**src/rtl/uart_tx_arbiter.sv**
```systemverilog
// uart_tx_arbiter: round-robin arbiter sharing one UART transmit write port
// among NREQ byte-stream requesters. A grant is held for a whole packet.
// Writes are spaced by at least one idle cycle so TX_FULL always reflects
// the previous write before the next byte is accepted. An owner that stalls
// mid-packet loses its grant after HOLD_TIMEOUT counted idle cycles.
//
// Ports:
//   PCLK, PRESETN       clock, synchronous active-low reset
//   REQ_VALID/LAST/DATA per-requester byte stream (requester i at [i*BITWIDTH +: BITWIDTH])
//   REQ_READY           combinational accept strobe, one-hot or zero
//   TX_FULL             UART transmit FIFO full
//   WR_UART, W_DATA     registered write strobe and byte to the UART
//   GRANT_ID            current or most recent grant owner
//   BUSY                high while a grant is locked
//   TIMEOUT_ERR         one-cycle pulse when a grant is revoked by timeout
module uart_tx_arbiter #(
  parameter int unsigned BITWIDTH     = 8,
  parameter int unsigned NREQ         = 4,
  parameter int unsigned HOLD_TIMEOUT = 16
) (
  input  logic                     PCLK,
  input  logic                     PRESETN,
  input  logic [NREQ-1:0]          REQ_VALID,
  input  logic [NREQ-1:0]          REQ_LAST,
  input  logic [NREQ*BITWIDTH-1:0] REQ_DATA,
  output logic [NREQ-1:0]          REQ_READY,
  input  logic                     TX_FULL,
  output logic                     WR_UART,
  output logic [BITWIDTH-1:0]      W_DATA,
  output logic [$clog2(NREQ)-1:0]  GRANT_ID,
  output logic                     BUSY,
  output logic                     TIMEOUT_ERR
);

  localparam int unsigned GID_W = $clog2(NREQ);
  localparam int unsigned CNT_W = $clog2(HOLD_TIMEOUT);

  typedef enum logic [0:0] {
    S_IDLE = 1'b0,
    S_LOCK = 1'b1
  } state_t;

  // Registered state
  state_t              r_state;
  logic [GID_W-1:0]    r_last_grant;
  logic [GID_W-1:0]    r_grant_id;
  logic [CNT_W-1:0]    r_stall_cnt;
  logic                r_wr_uart;
  logic [BITWIDTH-1:0] r_w_data;
  logic                r_busy;
  logic                r_timeout_err;

  // Next-state values
  state_t              w_state_nxt;
  logic [GID_W-1:0]    w_last_grant_nxt;
  logic [GID_W-1:0]    w_grant_id_nxt;
  logic [CNT_W-1:0]    w_stall_cnt_nxt;
  logic                w_wr_uart_nxt;
  logic [BITWIDTH-1:0] w_w_data_nxt;
  logic                w_timeout_nxt;

  // Combinational helpers
  logic [BITWIDTH-1:0] w_req_byte [NREQ];
  logic                w_any_valid;
  logic                w_own_valid;
  logic                w_own_last;
  logic                w_accept;
  logic                w_stall;
  logic                w_stall_expired;
  logic [GID_W-1:0]    w_rr_pick;

  // Split the flat data bus into one byte per requester
  for (genvar gi = 0; gi < NREQ; gi++) begin : g_unpack
    assign w_req_byte[gi] = REQ_DATA[gi*BITWIDTH +: BITWIDTH];
  end

  // First valid requester after 'last', wrapping modulo NREQ
  function automatic logic [GID_W-1:0] rr_pick(input logic [NREQ-1:0] valid,
                                               input logic [GID_W-1:0] last);
    logic [GID_W-1:0] pick;
    logic             found;
    int unsigned      idx;
    pick  = '0;
    found = 1'b0;
    for (int unsigned k = 1; k <= NREQ; k++) begin
      idx = (32'(last) + k) % NREQ;
      if (!found && valid[GID_W'(idx)]) begin
        found = 1'b1;
        pick  = GID_W'(idx);
      end
    end
    return pick;
  endfunction

  assign w_any_valid = |REQ_VALID;
  assign w_rr_pick   = rr_pick(REQ_VALID, r_last_grant);
  assign w_own_valid = REQ_VALID[r_grant_id];
  assign w_own_last  = REQ_LAST[r_grant_id];

  // Accept only when the FIFO has room and the previous write has settled;
  // held off during reset so no byte is consumed on the reset cycle
  assign w_accept = PRESETN && (r_state == S_LOCK) && w_own_valid &&
                    !TX_FULL && !r_wr_uart;

  // Only genuine owner idleness counts toward the timeout
  assign w_stall         = (r_state == S_LOCK) && !w_own_valid &&
                           !TX_FULL && !r_wr_uart;
  assign w_stall_expired = (r_stall_cnt == CNT_W'(HOLD_TIMEOUT - 1));

  assign REQ_READY = w_accept ? (NREQ'(1) << r_grant_id) : '0;

  // Next-state and registered-output logic
  always_comb begin
    w_state_nxt      = r_state;
    w_last_grant_nxt = r_last_grant;
    w_grant_id_nxt   = r_grant_id;
    w_stall_cnt_nxt  = r_stall_cnt;
    w_wr_uart_nxt    = 1'b0;
    w_w_data_nxt     = r_w_data;
    w_timeout_nxt    = 1'b0;

    unique case (r_state)
      S_IDLE: begin
        if (w_any_valid) begin
          w_grant_id_nxt  = w_rr_pick;
          w_stall_cnt_nxt = '0;
          w_state_nxt     = S_LOCK;
        end
      end

      S_LOCK: begin
        if (w_accept) begin
          w_wr_uart_nxt   = 1'b1;
          w_w_data_nxt    = w_req_byte[r_grant_id];
          w_stall_cnt_nxt = '0;
          if (w_own_last) begin
            w_last_grant_nxt = r_grant_id;
            w_state_nxt      = S_IDLE;
          end
        end else if (w_stall) begin
          if (w_stall_expired) begin
            w_timeout_nxt    = 1'b1;
            w_last_grant_nxt = r_grant_id;
            w_stall_cnt_nxt  = '0;
            w_state_nxt      = S_IDLE;
          end else begin
            w_stall_cnt_nxt = r_stall_cnt + CNT_W'(1);
          end
        end
      end

      default: begin
        w_state_nxt = S_IDLE;
      end
    endcase
  end

  // State and output registers
  always_ff @(posedge PCLK) begin
    if (!PRESETN) begin
      r_state       <= S_IDLE;
      r_last_grant  <= GID_W'(NREQ - 1);
      r_grant_id    <= '0;
      r_stall_cnt   <= '0;
      r_wr_uart     <= 1'b0;
      r_w_data      <= '0;
      r_busy        <= 1'b0;
      r_timeout_err <= 1'b0;
    end else begin
      r_state       <= w_state_nxt;
      r_last_grant  <= w_last_grant_nxt;
      r_grant_id    <= w_grant_id_nxt;
      r_stall_cnt   <= w_stall_cnt_nxt;
      r_wr_uart     <= w_wr_uart_nxt;
      r_w_data      <= w_w_data_nxt;
      r_busy        <= (w_state_nxt == S_LOCK);
      r_timeout_err <= w_timeout_nxt;
    end
  end

  assign WR_UART     = r_wr_uart;
  assign W_DATA      = r_w_data;
  assign GRANT_ID    = r_grant_id;
  assign BUSY        = r_busy;
  assign TIMEOUT_ERR = r_timeout_err;

endmodule
```
**config.mk**
```make
export PLATFORM = sky130hd
export DESIGN_NAME = uart_tx_arbiter
export DESIGN_NICKNAME = d
export VERILOG_FILES = /design/src/rtl/uart_tx_arbiter.sv
export SDC_FILE = /design/constraint.sdc
export NUM_CORES = 1
export LEC_CHECK = 0
export ABC_AREA = 1
export CAP_MARGIN = 10
export CORE_MARGIN = 4
export CORE_UTILIZATION = 45
export CTS_CLUSTER_SIZE = 40
export DETAILED_ROUTE_END_ITERATION = 7
export PLACE_DENSITY = 0.95
export SYNTH_ARGS = -nofsm -noshare
export SYNTH_HDL_FRONTEND = slang
export SYNTH_SLANG_ARGS = --single-unit
export TNS_END_PERCENT = 50
```
**constraint.sdc**
```tcl
create_clock -name PCLK -period 3.9 [get_ports PCLK]
set_input_delay 0.975 -clock PCLK [delete_from_list [all_inputs] [get_ports PCLK]]
set_output_delay 0.975 -clock PCLK [all_outputs]
set_load 0.05 [all_outputs]
```
# Yosys cells after proc, flatten, opt, wreduce, memory -nomap -nowiden
# Index checks and enable logic that the tools add are counted.
# Widths: inputs -> output; s select.
[classes]
add_sub_neg = 5
muxes = 40
n_lt_le_gt_ge = 6
n_bitwise = 4
shift = 1
reduce_logical = 25
n_eq_ne = 4
[ops]
columns = ["operator", "count"]
rows = [
  ["$mux 4", 5],
  ["$bmux 8 s2", 1],
  ["$mux 1", 16],
  ["$mux 2", 8],
  ["$mux 8", 2],
  ["$lt 2x3->1 const B", 5],
  ["$bmux 1 s2", 6],
  ["$logic_and 1x1->1", 10],
  ["$pmux 4 s2", 1],
  ["$reduce_and 2->1", 4],
  ["$reduce_or 4->1", 2],
  ["$logic_not 1->1", 6],
  ["$add 2x1->2 const B", 2],
  ["$add 2x2->2 const B", 2],
  ["$add 4x1->4 const B", 1],
  ["$eq 4x4->1 const B", 1],
  ["$ne 2x2->1 const B", 2],
  ["$reduce_and 4->1", 1],
  ["$reduce_bool 2->1", 2],
  ["$shl 1x2->4 const A", 1],
  ["$ge 3x3->1 const B", 1],
  ["$ne 3x1->1 const B", 1],
  ["$not 1->1", 3],
  ["$not 2->3", 1],
  ["$pmux 1 s2", 1],
]
[totals]
input_bits = 43
register_bits = 19
out_inout_bits = 17

# Longest topological paths before layout
[depth]
ltp_word = 13
mapped_depth = 11
mapped_depth_nobuf = 10

# Worst setup path after synthesis
# No wires, ideal clock.
[synth_path]
path_type = "input-to-output"
from = "input REQ_VALID[2]"
to = "output REQ_READY[0]"
arrival_ns = 2.255
n_path_buf = 2
cell_stages = 8
slack_ns = 0.670
required_time_ns = 2.925
path_cell_list = "inv_1 > o21ai_1 > nand2_1 > nand2_1 > nand2_2 > buf_6 > buf_8 > nor3_2"
[synth_via]
elab_chain_len = 6
[synth_rtl]
columns = ["item", "line_no", "source"]
rows = [
  ["from (decl)", "23", "input logic [NREQ-1:0] REQ_VALID,"],
  ["$bmux 1 s2", "97", "assign w_own_valid = REQ_VALID[r_grant_id];"],
  ["$mux 1 (implied by the code)", "97", ""],
  ["$logic_and 1x1->1 (2 in series)", "102", "assign w_accept = PRESETN && (r_state == S_LOCK) && w_own_valid &&"],
  ["$logic_and 1x1->1", "103", "!TX_FULL && !r_wr_uart;"],
  ["$mux 4", "110", "assign REQ_READY = w_accept ? (NREQ'(1) << r_grant_id) : '0;"],
  ["to (decl)", "26", "output logic [NREQ-1:0] REQ_READY,"],
]
# No other way between the ends. The select of a mux whose other input is x is not followed.

# Worst setup path in the final report
[layout_path]
from = "input REQ_VALID[0]"
to = "output REQ_READY[3]"
# Same word-level chain as after synthesis.

==> flow_summary.html <==
<table>
<tr><th>Metric</th><th>Value</th></tr>
<tr><th colspan="2">Synth</th></tr>
<tr><td>Cells after Synth</td><td>230</td></tr>
<tr><td>Net count after synthesis</td><td>274</td></tr>
<tr><td>Register bit total from synthesis</td><td>19</td></tr>
<tr><td>Per-instance average area after synthesis</td><td>6.196 um2</td></tr>
<tr><td>Yosys synthesis warning count</td><td>0</td></tr>
<tr><td>Synth Cell Area</td><td>1425 um2</td></tr>
<tr><td>Synth unique cells</td><td>27</td></tr>
<tr><td>Share of synthesized area occupied by flip-flops and latches</td><td>0.2669</td></tr>
<tr><th colspan="2">Worst setup path</th></tr>
<tr><td>CP max stage delay</td><td>0.48 ns</td></tr>
<tr><td>Crit-path cells</td><td>clkdlybuf4s50_1, inv_1, o21ai_1, nand2_1, nand2_1, nand2_2, nor3_2, buf_12</td></tr>
<tr><td>Startpoint-to-endpoint class of the critical path</td><td>primary input to primary output</td></tr>
<tr><td>Endpoint kind of the worst setup timing path</td><td>primary output</td></tr>
<tr><td>Data required time of the worst path</td><td>2.92 ns</td></tr>
<tr><td>Critical path data arrival time</td><td>2.36 ns</td></tr>
<tr><td>Buffer and inverter count on the worst path</td><td>3</td></tr>
<tr><td>Cell repeated most along the worst path</td><td>sky130_fd_sc_hd__nand2_1</td></tr>
<tr><td>Cell at the slowest stage of the critical path</td><td>sky130_fd_sc_hd__clkdlybuf4s50_1</td></tr>
<tr><td>Maximum net fanout on the critical path</td><td>6</td></tr>
<tr><td>Sort of element at the start of the critical path</td><td>primary input</td></tr>
<tr><td>CP delay by family, top</td><td>buffers and inverters</td></tr>
<tr><th colspan="2">CTS</th></tr>
<tr><td>TritonCTS clock tree</td><td>done</td></tr>
<tr><td>Resized Gates After CTS</td><td>0</td></tr>
<tr><td>Clock-pin slew on the worst setup and hold paths</td><td>0.11 ns</td></tr>
<tr><td>Number of buffers created by CTS</td><td>3</td></tr>
<tr><td>Worst skew pair latency</td><td>0.30 ns</td></tr>
<tr><td>Root buffer cell</td><td>sky130_fd_sc_hd__clkbuf_4</td></tr>
<tr><td>Number of buffers inserted by post-CTS setup repair</td><td>0</td></tr>
<tr><td>H-tree level count</td><td>1</td></tr>
<tr><td>Clock tree buffer depth</td><td>2</td></tr>
<tr><td>Hold-fix buffer count after cts</td><td>0</td></tr>
<tr><td>Clock sink count</td><td>19</td></tr>
<tr><th colspan="2">Timing</th></tr>
<tr><td>Slew at the pin closest to its max-slew limit</td><td>0.5796 ns</td></tr>
<tr><td>RSZ-0062 raised after global routing</td><td>false</td></tr>
<tr><td>Minimum period implied by the final worst setup slack</td><td>3.338 ns</td></tr>
<tr><td>Max Clock Skew</td><td>0.004352 ns</td></tr>
<tr><td>Rel. slew slack</td><td>0.6132</td></tr>
<tr><td>Hold Vio Cnt, Final</td><td>0</td></tr>
<tr><td>Final count of negative-setup-slack endpoints</td><td>0</td></tr>
<tr><td>Final TNS setup</td><td>0 ns</td></tr>
<tr><td>Final max-slew violation count</td><td>0</td></tr>
<tr><td>Final worst-path cycle share</td><td>0.8560</td></tr>
<tr><td>Peak Freq</td><td>0.2995 GHz</td></tr>
<tr><th colspan="2">Final layout</th></tr>
<tr><td>Antenna Cells</td><td>0</td></tr>
<tr><td>Area added between synthesis and finish</td><td>46.80%</td></tr>
<tr><td>Fraction of layout cells with a size suffix above 1</td><td>0.1224</td></tr>
<tr><td>Number of nets at the end of the flow</td><td>331</td></tr>
<tr><td>Most frequent standard cell in the layout excluding fill and tap cells</td><td>sky130_fd_sc_hd__nand2_1</td></tr>
<tr><td>Final non-filler cell area</td><td>2092 um2</td></tr>
<tr><td>Commonest non-fill, non-tap cells in the layout</td><td>sky130_fd_sc_hd__nand2_1, sky130_fd_sc_hd__clkdlybuf4s50_1, sky130_fd_sc_hd__a21oi_1, sky130_fd_sc_hd__nor2_1, sky130_fd_sc_hd__dfxtp_1</td></tr>
<tr><th colspan="2">Power and ir drop</th></tr>
<tr><td>Peak supply drop</td><td>0.0001546 V</td></tr>
<tr><td>Power per Cell Area</td><td>259.2 nW/um2</td></tr>
<tr><td>Leak Pwr</td><td>0.0009167 uW</td></tr>
<tr><th colspan="2">Die</th></tr>
<tr><td>Die width</td><td>64.28 um</td></tr>
<tr><td>Area of the core</td><td>3053 um2</td></tr>
<tr><td>Effective utilization at floorplan</td><td>0.4668</td></tr>
<tr><td>Full die area</td><td>4131 um2</td></tr>
<tr><td>Count of pins on the block boundary</td><td>60</td></tr>
<tr><td>Height of the chip</td><td>64.28 um</td></tr>
<tr><td>Number of placement rows</td><td>20</td></tr>
<tr><th colspan="2">Global route</th></tr>
<tr><td>Remaining global-route overflow</td><td>0</td></tr>
<tr><td>Largest net degree at the start of global routing</td><td>24</td></tr>
<tr><td>Global-route wire length before repair</td><td>6.975 mm</td></tr>
<tr><td>Vias in the first global route</td><td>1,764</td></tr>
<tr><td>Overall Global Routing Usage</td><td>0.2070</td></tr>
<tr><td>Antenna violations before repair</td><td>0</td></tr>
<tr><th colspan="2">Placement</th></tr>
<tr><td>HPWL Detailed</td><td>3.228 mm</td></tr>
<tr><td>Global placer's final weighted congestion</td><td>0.8288</td></tr>
<tr><td>I/O Buffers</td><td>59</td></tr>
<tr><td>Area after detailed placement</td><td>2064 um2</td></tr>
<tr><th colspan="2">Drt</th></tr>
<tr><td>WL per Instance</td><td>12.24 um</td></tr>
<tr><td>Detailed-route vias per instance</td><td>5.206</td></tr>
<tr><td>Total detailed-routing wirelength</td><td>4.039 mm</td></tr>
<tr><td>Initial drt markers</td><td>84</td></tr>
<tr><td>Antenna viol nets, final</td><td>0</td></tr>
<tr><td>First drt pass iteration count</td><td>4</td></tr>
<tr><td>Total via count in the routed design</td><td>1,718</td></tr>
<tr><td>DR DRC count</td><td>0</td></tr>
<tr><th colspan="2">Min path</th></tr>
<tr><td>Hold Path Class</td><td>register to register</td></tr>
<tr><th colspan="2">Run status</th></tr>
<tr><td>Run status</td><td>complete, no violations</td></tr>
<tr><th colspan="2">Job</th></tr>
<tr><td>Max-capacitance violation count</td><td>0</td></tr>
</table>
## worst min-delay path, delay by kind of cell (launching register included)
kind	cells	cell delay, ns
AO/OA/AOI/OAI	1	0.05
AND/OR/NAND/NOR	1	0.07
flip-flops	1	0.37
## cell families (layout without fill, tap and decap cells)
kind of cell	Yosys count	after routing	synth area share
XOR/XNOR	1	1	0.006147
buffers and inverters	29	85	0.1027
adder cells (fa/ha/maj)	1	1	0.008778
AO/OA/AOI/OAI	37	37	0.1317
AND/OR/NAND/NOR	143	143	0.4838
flip-flops	19	19	0.2669
## Yosys cell counts, drive strengths merged
| master | number | area (um2) |
|---|---|---|
| a21boi | 1 | 7.510 |
| nand2 | 84 | 330.3 |
| inv | 16 | 62.56 |
| xor2 | 1 | 8.760 |
| dfxtp | 19 | 380.4 |
| buf | 6 | 57.54 |
| ha | 1 | 12.51 |
| nand4 | 6 | 37.54 |
| clkinv | 2 | 7.510 |
| clkbuf | 5 | 18.77 |
| a21oi | 20 | 100.1 |
| nand3 | 17 | 97.60 |
| nor2 | 21 | 86.33 |
| o21ai | 16 | 80.07 |
| and2 | 1 | 6.260 |
| nor3 | 14 | 131.4 |
## worst paths after layout
check | from | depth (start not counted) | endpoint | slack (ns)
max | REQ_VALID[0] | 8 | REQ_READY[3] | 0.56
min reg2reg | r_stall_cnt[2] | 2 | r_stall_cnt[2] | 0.52
min | r_stall_cnt[2] | 2 | r_stall_cnt[2] | 0.52
max reg2reg | GRANT_ID[0] | 11 | r_last_grant[0] | 1.88
## cell type report
cell class,count,area [um2]
sequential,19,380.4
clock buffer,3,22.52
inverter,18,70.07
timing repair buffer,63,660.6
fill,258,960.9
tap,44,55.05
clock inverter,1,5.005
multi-input combinational,182,898.4
## metrics by stage
step / utilization / hold slack (ns) / power (uW) / setup slack (ns) / std cells
2_1_floorplan: - / 0.4589 / 362.8 / 0.6700 / 230
4_1_cts: 0.6852 / 0.5159 / 544.4 / 0.5594 / 330
5_1_grt: 0.6852 / 0.5812 / 576.9 / 0.4107 / 330
6_report: 0.6852 / 0.5157 / 542.3 / 0.5616 / 330
3_5_place_dp: 0.6762 / 0.4879 / 445.4 / 0.5700 / 326
3_3_place_gp: 0.6762 / 0.4886 / 438.3 / 0.6159 / 326
## registers in the layout (all words and copies together), names as in the netlist
name	count
WR_UART	1
W_DATA	8
r_stall_cnt	4
BUSY	1
GRANT_ID	2
TIMEOUT_ERR	1
r_last_grant	2
## layer usage
metal | GRT usage | part of all wire
met5 | 0 | 0
met4 | 0.07124 | 0.017
met3 | 0.07733 | 0.090
met2 | 0.3918 | 0.51
met1 | 0.2036 | 0.38
## report_power, final
group	internal, uW	switching (uW)
clock	38.2	61.6
sequential	205	10.7
combinational	94.2	133
total	337	205
No activity file was read; power rests on OpenSTA's default activity.
==> RTL change (config.mk and constraints unchanged) <==
`NREQ`: 4 -> 8.
--- a/src/rtl/uart_tx_arbiter.sv
+++ b/src/rtl/uart_tx_arbiter.sv
@@ -15,7 +15,7 @@
 //   TIMEOUT_ERR         one-cycle pulse when a grant is revoked by timeout
 module uart_tx_arbiter #(
   parameter int unsigned BITWIDTH     = 8,
-  parameter int unsigned NREQ         = 4,
+  parameter int unsigned NREQ         = 8,
   parameter int unsigned HOLD_TIMEOUT = 16
 ) (
   input  logic                     PCLK,
Ports: changed (5 resized); port bits go from 60 to 105. No check against the original RTL was run, so the function may have changed too.
==> RTL change against the original RTL <==
Count of clock-buffer cells in the layout rose by 1; non-clock buffer count is 46 higher; worst hold slack lost 38 ps; first-iteration DRC count is 120% higher; final area is 64% higher; wire length grew 100%; worst setup slack got worse by 350 ps; area after synthesis is 60% higher; total power up 72%; register-to-register slack got worse by 750 ps; cell count rose by 62%; sequential cell count up 2; critical path type unchanged.
==> RTL change: results (changes against the original RTL) <==
status=complete, no violations; max reg flops=8 (unchanged); Placer Congestion=0.9307 (+12%); R2R Path End=GRANT_ID[0]; synth top area cells=nand2_1, dfxtp_1, nand3_1, a41oi_1, a21oi_1; Max FO, Critical Path=9 (+3); commonest cells in the synthesized netlist=nand2_1, nand3_1, inv_1, dfxtp_1, a21oi_1; WHS Path Cells=2 (unchanged); IO buf count=104 (+76%); vias in the first global route=3002 (+70%); Worst Hold Class=reg2reg; register area share after synthesis=18.48% (-8.2 points); depth of the worst register-to-register path=16 (+5); YS warnings=0 (unchanged); post-DP HPWL=6466 um (+100%); Leak=0.001403 uW (+53%); worst vdd ir=0.0001459 V (-5.7%); DRT iter0 DRCs=186 (+120%); Worst Hold End=W_DATA[5]; Worst-path clk slew=70 ps (-40 ps); Yosys cell types=39 (+44%); final net count=553 (+67%); largest net degree at the start of global routing=41 (+71%); via count=3059 (+78%); share of layout cells above drive strength 1=9.871% (-2.4 points); Worst R2R Setup Slack=1130 ps (-750 ps); WL/cell=15.50 um (+27%); Root Buffer Master=clkbuf_8; Top FF cell, synth=dfxtp_1; DRT Pass-1 Iters=5 (+1); hold_sp=W_DATA[5]; ys async rst share=0% (unchanged); detailed-route DRC error count=0 (unchanged); # fillers=384 (+49%); clock skew=5.523 ps (+1.171 ps); final setup vio count=0 (unchanged); H-tree levels=1 (unchanged); relative slew slack=60.79% (-0.53 points); Reg2Reg Launch Point=r_last_grant[1]; first-pass GRT wire length=13230 um (+90%); Min Hold Slack=477.6 ps (-38.07 ps); initial antenna violation count=0 (unchanged); all-layer global routing usage=25.77% (+5.1 points); clock buffer depth=2 (unchanged); clk_lat worst skew=260 ps (-40 ps); Ant. Diodes=0 (unchanged); syn_nets=461 (+68%); Num CTS Buffers=3 (unchanged); Post-CTS Setup Repair Bufs=0 (unchanged); Resized cells post-CTS=0 (unchanged); arrival time of the worst setup path=2710 ps (+350 ps)
-- RTL change: power by group --
part / internal [uW] / switching, uW / total (uW)
clock network: 72.6 / 67.8 / 140
registers: 230 / 18.9 / 249
logic: 209 / 334 / 543
total: 512 / 420 / 932
-- RTL change: cells by family after synthesis --
logic type                 synth area share (%)
AOI/OAI and AO/OA                         17.00
xor gates and xnor gates                  2.585
adders and majority gates                 1.650
buffers and inverters                     11.55
DFF                                       18.48
and+or+nand+nor                           48.74
-- RTL change: worst max-delay path: stages --
cell and delay, ps:
clkdlybuf4s50_1 520, inv_1 50, o22ai_1 150, a21oi_1 60, nand3_1 130, nand4_2 210
nor3_1 410, buf_12 200
-- RTL change: per-layer routing --
| metal | share of wire (%) | global-route usage (%) | vias up | routed length (um) |
|---|---|---|---|---|
| li1 | - | - | 1467 | - |
| met1 | 35 | 27.34 | 1378 | 2879 |
| met2 | 51 | 46.89 | 182 | 4218 |
| met3 | 9.4 | 6.576 | 32 | 777 |
| met4 | 4.7 | 12.71 | 0 | 385 |
| met5 | 0 | 0 | - | 0 |
-- RTL change: how the worst max path moves through the flow --
stage,startpoint,cells past startpoint,end
floorplan,REQ_VALID[3],8,REQ_READY[0]
global placement,REQ_VALID[3],8,REQ_READY[0]
detailed placement,REQ_VALID[7],8,REQ_READY[6]
CTS,REQ_VALID[7],8,REQ_READY[6]
finish,REQ_VALID[7],8,REQ_READY[6]
global route,REQ_VALID[3],8,REQ_READY[3]
-- RTL change: stage by stage --
step	setup slack (ps)	utilization [%]	total power [uW]	area, um2	cells
floorplan	116.3	-	608.1	2275	375
global placement	344.0	70.08	772.5	3376	529
detailed placement	259.3	70.08	786.0	3376	529
CTS	256.0	71.01	925.7	3421	533
global route	96.88	71.01	992.2	3421	533
finish	211.8	71.01	932.4	3421	533
-- RTL change: cell type report --
class,count,area (um2),share of cell area (%)
multi-input cells,301,1592,46.53
flip-flops and latches,21,420.4,12.29
repair buffers,109,1159,33.87
clock buffers,4,45.04,1.317
well taps,67,83.83,2.451
inverters,31,121.4,3.548
